**src/rtl/sr_excitation_driver.sv**
```systemverilog
// Drives S/R pulses into an external SR flip-flop to reach a requested Q,
// waits for the flop to settle, then checks Q/Qbar and keeps error statistics.
module sr_excitation_driver #(
    parameter int PULSE_CYCLES  = 1,
    parameter int SETTLE_CYCLES = 2,
    parameter int ERR_W         = 8
) (
    input  logic             clk,
    input  logic             rst_n,
    input  logic             tgt_valid,
    input  logic             tgt_bit,
    output logic             tgt_ready,
    output logic             s_out,
    output logic             r_out,
    input  logic             q_in,
    input  logic             qbar_in,
    output logic             done_valid,
    output logic             done_ok,
    output logic [ERR_W-1:0] err_count,
    output logic             illegal_flag
);

    typedef enum logic [1:0] {
        IDLE   = 2'd0,
        DRIVE  = 2'd1,
        SETTLE = 2'd2,
        CHECK  = 2'd3
    } state_t;

    localparam logic [3:0] PULSE_LAST  = 4'(PULSE_CYCLES - 1);
    localparam logic [3:0] SETTLE_LAST = 4'(SETTLE_CYCLES - 1);
    localparam bit         NO_SETTLE   = (SETTLE_CYCLES == 0);

    state_t           state_q;
    logic [3:0]       cnt_q;
    logic             tgt_q;
    logic             s_q;
    logic             r_q;
    logic             done_valid_q;
    logic             done_ok_q;
    logic             illegal_q;
    logic [ERR_W-1:0] err_q;

    logic             accept_d;
    logic             pass_d;
    logic             enter_check_d;
    logic [ERR_W-1:0] err_d;

    assign tgt_ready = (state_q == IDLE) && rst_n;
    assign accept_d  = tgt_valid && tgt_ready;
    assign pass_d    = (q_in == tgt_q) && (qbar_in == ~tgt_q);
    assign err_d     = (err_q == '1) ? err_q : err_q + 1'b1;

    // Q/Qbar are sampled on the edge that enters CHECK so the result is
    // registered and presented together with done_valid.
    assign enter_check_d = (cnt_q == 4'd0) &&
                           ((state_q == SETTLE) || (state_q == DRIVE && NO_SETTLE));

    always_ff @(posedge clk) begin
        if (!rst_n) begin
            state_q      <= IDLE;
            cnt_q        <= 4'd0;
            tgt_q        <= 1'b0;
            s_q          <= 1'b0;
            r_q          <= 1'b0;
            done_valid_q <= 1'b0;
            done_ok_q    <= 1'b0;
            illegal_q    <= 1'b0;
            err_q        <= '0;
        end else begin
            done_valid_q <= 1'b0;
            case (state_q)
                IDLE: begin
                    if (accept_d) begin
                        tgt_q   <= tgt_bit;
                        s_q     <= ~q_in & tgt_bit;
                        r_q     <= q_in & ~tgt_bit;
                        cnt_q   <= PULSE_LAST;
                        state_q <= DRIVE;
                    end
                end
                DRIVE: begin
                    if (cnt_q == 4'd0) begin
                        s_q <= 1'b0;
                        r_q <= 1'b0;
                        if (NO_SETTLE) begin
                            state_q <= CHECK;
                        end else begin
                            cnt_q   <= SETTLE_LAST;
                            state_q <= SETTLE;
                        end
                    end else begin
                        cnt_q <= cnt_q - 4'd1;
                    end
                end
                SETTLE: begin
                    if (cnt_q == 4'd0) begin
                        state_q <= CHECK;
                    end else begin
                        cnt_q <= cnt_q - 4'd1;
                    end
                end
                CHECK: begin
                    state_q <= IDLE;
                end
                default: begin
                    state_q <= IDLE;
                end
            endcase

            if (enter_check_d) begin
                done_valid_q <= 1'b1;
                done_ok_q    <= pass_d;
                if (!pass_d) begin
                    err_q <= err_d;
                end
                if (q_in == qbar_in) begin
                    illegal_q <= 1'b1;
                end
            end
        end
    end

    assign s_out        = s_q;
    assign r_out        = r_q;
    assign done_valid   = done_valid_q;
    assign done_ok      = done_ok_q;
    assign err_count    = err_q;
    assign illegal_flag = illegal_q;

endmodule

```
**config.mk**
```make
export PLATFORM = sky130hd
export DESIGN_NAME = sr_excitation_driver
export DESIGN_NICKNAME = d
export VERILOG_FILES = /design/src/rtl/sr_excitation_driver.sv
export SDC_FILE = /design/constraint.sdc
export NUM_CORES = 1
export LEC_CHECK = 0
export BUFFER_PORTS_ARGS = -buffer_cell sky130_fd_sc_hd__buf_4
export CORE_MARGIN = 2
export CORE_UTILIZATION = 57
export DETAILED_ROUTE_END_ITERATION = 12
export HOLD_SLACK_MARGIN = 0.02
export PLACE_DENSITY = 0.82
export SETUP_SLACK_MARGIN = 0.3
export SLEW_MARGIN = 20
export SYNTH_ARGS = -nofsm -noshare
export SYNTH_HDL_FRONTEND = slang
export SYNTH_SLANG_ARGS = --single-unit
```
**constraint.sdc**
```tcl
create_clock -name clk -period 3.7 [get_ports clk]
set_input_delay 0.185 -clock clk [delete_from_list [all_inputs] [get_ports clk]]
set_output_delay 0.185 -clock clk [all_outputs]
set_load 0.005 [all_outputs]
```
==> run_results.csv <==
group,metric,value,unit
die,boundaryPins,20,
sta,tns,0,ns
logic_synthesis,synth_fp_nets,136,
detailed_routing,wirelength,2482,microns
grt,grt_overflow,0,
sta,whs,0.1261,ns
final_layout,multi_input_comb_area,615.6,sq um
min_path,min_to,"tgt_q",
critical_path,cp_cell_sequence,"inv_1 > ha_1 > and4bb_2 > o221ai_2 > or4_1 > a21oi_1",
placed_design,dp_hpwl,1686,microns
sta,layout_min_cycle_time,2.174,ns
grt,grt_pass1_vias,909,
clocking,cts_root_buf,"clkbuf_4",
logic_synthesis,ys_seq_area_frac,0.3783,
logic_synthesis,synth_top_area_share,0.3783,
logic_synthesis,ys_ff_latch,20,
sta,rsz0062_at_grt,"false",
sta,final.period_utilization,0.5877,
logic_synthesis,yosys-top-cells-area,"dfxtp_1 38%, ha_1 8.3%, nor2_1 3.9%",
detailed_routing,via_per_inst,6.108,
logic_synthesis,synth_cell_types,36,
final_layout,drive_above_1_share,0.1901,
die,die_height,47.10,microns
logic_synthesis,syn-cell-area,0.001059,sq mm
power_and_ir_drop,ir_worst_vdd,0.0004699,V
placed_design,io_buffers,19,
critical_path,r2r-start,"state_q[0]",
final_layout,layout_commonest_cell,"dfxtp_1",
grt,grtUsageMet3,0.03846,
final_layout,final_cell_mix,"20 x dfxtp_1, 19 x buf_4, 11 x nor2_1",
min_path,worstHoldPathType,"input port to flip-flop",
clocking,cts_tree,"built",
critical_path,crit_path_max_fanout,16,
clocking,cts_resized,0,
clocking,clkTransAtPathRegs,0.13,ns
critical_path,end_kind,"flip-flop",
power_and_ir_drop,leakage,0.4812,nW
min_path,hold_path_depth,3,
clocking,cts_max_level,1,
logic_synthesis,syn_inst,123,
detailed_routing,ant_nets,0,
detailed_routing,initialDrtViolationCount,40,
final_layout,area_delta_synth_final,19.86,%
die,rows,15,
detailed_routing,drc,0,
clocking,clk_path_buf_depth,2,
logic_synthesis,ys_warn_count,0,
critical_path,r2r_slack,1.53,ns
critical_path,rr_worst_depth,6,
critical_path,path_depth,6,
critical_path,crit_type,"flip-flop to flip-flop",
detailed_routing,wire_per_inst,14.86,microns
grt,grt.met1_usage,0.3278,
final_layout,fillCellCount,133,
critical_path,cpPeakStageDelay,0.57,ns
sta,hold_viol,0,
critical_path,crit_required,3.94,ns
grt,grt_first_pass_wirelength,3891,microns
critical_path,cp_slowest_cell,"or4_1",
grt,grt_antenna_before_repair,0,
die,fp.coreArea,0.001745,sq mm
clocking,cts_sinks,20,
clocking,cts_setup_buffers,0,
critical_path,cp_top_family,"simple AND/OR/NAND/NOR gates",
min_path,holdCritStartpoint,"tgt_bit",
placed_design,gp_congestion,0.8203,
die,die_w,47.10,microns
detailed_routing,num_vias,1020,
logic_synthesis,avgSynthCellArea,8.606,sq um
sta,max_freq,459.9,MHz
final_layout,final_nets,156,
sta,final_max_slew_viol_count,0,
detailed_routing,firstDrtPassIters,6,
final_layout,seqCellArea,400.4,sq um
sta,fin_skew,0.006544,ns
sta,relSlewSlack,0.5751,
power_and_ir_drop,p_per_area,609.3,mW/mm^2
sta,setup_viol,0,
flow_run,max_cap_violations,0,
sta,tightest_slew,0.6374,ns
critical_path,worstPathArrival,2.41,ns
grt,grt_use_total,0.2457,
die,start_util,0.6065,
critical_path,start_kind,"flip-flop",
grt,grt_use_met2,0.3945,
die,dieArea,0.002218,sq mm
grt,grt_start_max_net_pins,17,
critical_path,r2r-end,"err_count[7]",
status,status,"completed",
clocking,postCtsHoldBufs,0,
critical_path,path_buf_inv,1,
clocking,clk_latency,0.31,ns
logic_synthesis,yosys.area.top_type,"dfxtp_1",
final_layout,antennaDiodeCount,0,
grt,grt.busiest_layer,"met2",
clocking,cts_buffers,3,
## cell usage after synthesis, drive strengths merged
cell	count
a211oi	2
a21boi	1
a21oi	8
a31oi	2
and2	2
and3	1
and4bb	1
buf	1
clkbuf	3
dfxtp	20
ha	7
inv	7
mux2i	3
nand2	6
nand2b	5
nand3	6
nand3b	2
nand4	2
nand4b	1
nor2	11
nor3	3
nor3b	1
nor4	1
o211ai	3
o21ai	6
o21bai	1
o221ai	1
o311ai	1
o31ai	4
o41ai	3
or2	2
or3	2
or3b	1
or4	3
## per-stage QoR
stage                     setup slack, ns  std cells  cell area (sq um)  total power (W)  utilization
final                               1.526        167               1269        0.0007730       0.7269
after global routing                1.435        167               1269        0.0008091       0.7269
after CTS                           1.573        167               1269        0.0007686       0.7269
after detailed placement            1.623        163               1216        0.0005783       0.6968
after global placement              1.746        163               1216        0.0005640       0.6968
after floorplan                     1.966        123               1059        0.0004902            -
## worst max path at each step
| stage | startpoint | end | slack, ns |
|---|---|---|---|
| floorplan | state_q[0] | err_count[4] | 1.97 |
| global placement | state_q[0] | err_count[7] | 1.75 |
| detailed placement | state_q[0] | err_count[7] | 1.62 |
| CTS | state_q[0] | err_count[7] | 1.57 |
| global route | state_q[0] | err_count[7] | 1.44 |
| finish | state_q[0] | err_count[7] | 1.53 |
## registers in the layout, summed over array words and instances, names as in the netlist
register,cells
done_ok,1
illegal_flag,1
r_out,1
state_q,2
done_valid,1
err_count,8
s_out,1
cnt_q,4
tgt_q,1
## per-layer routing
metal,wire length (microns),share of wire
met5,0,0
met3,136,0.055
met1,1137,0.46
met4,41,0.017
met2,1166,0.47
## area by class of cell
cell class / instances / area share
clock buffers: 3 / 0.01775
clock inverters: 1 / 0.02367
inverters: 7 / 0.02071
multi-input cells: 92 / 0.4852
flip-flops and latches: 20 / 0.3156
well taps: 25 / 0.02465
repair buffers: 19 / 0.1124
## power by group
part,internal (W),total [W],switching [W]
sequential,0.000248,0.000274,0.0000260
clock,0.000110,0.000184,0.0000748
combinational,0.000132,0.000314,0.000182
total,0.000490,0.000773,0.000283
## cells by family (layout without fill, tap and decap cells)
group | after synthesis | in the layout | share of synthesized area
flops | 20 | 20 | 0.3782
mux | 3 | 3 | 0.02837
buf+inv | 11 | 30 | 0.04019
compound gates | 32 | 32 | 0.2080
fa+ha+maj | 7 | 7 | 0.08274
simple gates | 50 | 50 | 0.2624
## worst reg2reg max path, delay by kind of cell, from the launching register on
| kind | cells | cell delay (ns) |
|---|---|---|
| buf+inv | 1 | 0.14 |
| compound gates | 2 | 0.45 |
| fa+ha+maj | 1 | 0.23 |
| simple gates | 2 | 0.92 |
| flops | 1 | 0.36 |
Note: power is estimated with default switching activity, not from simulation.
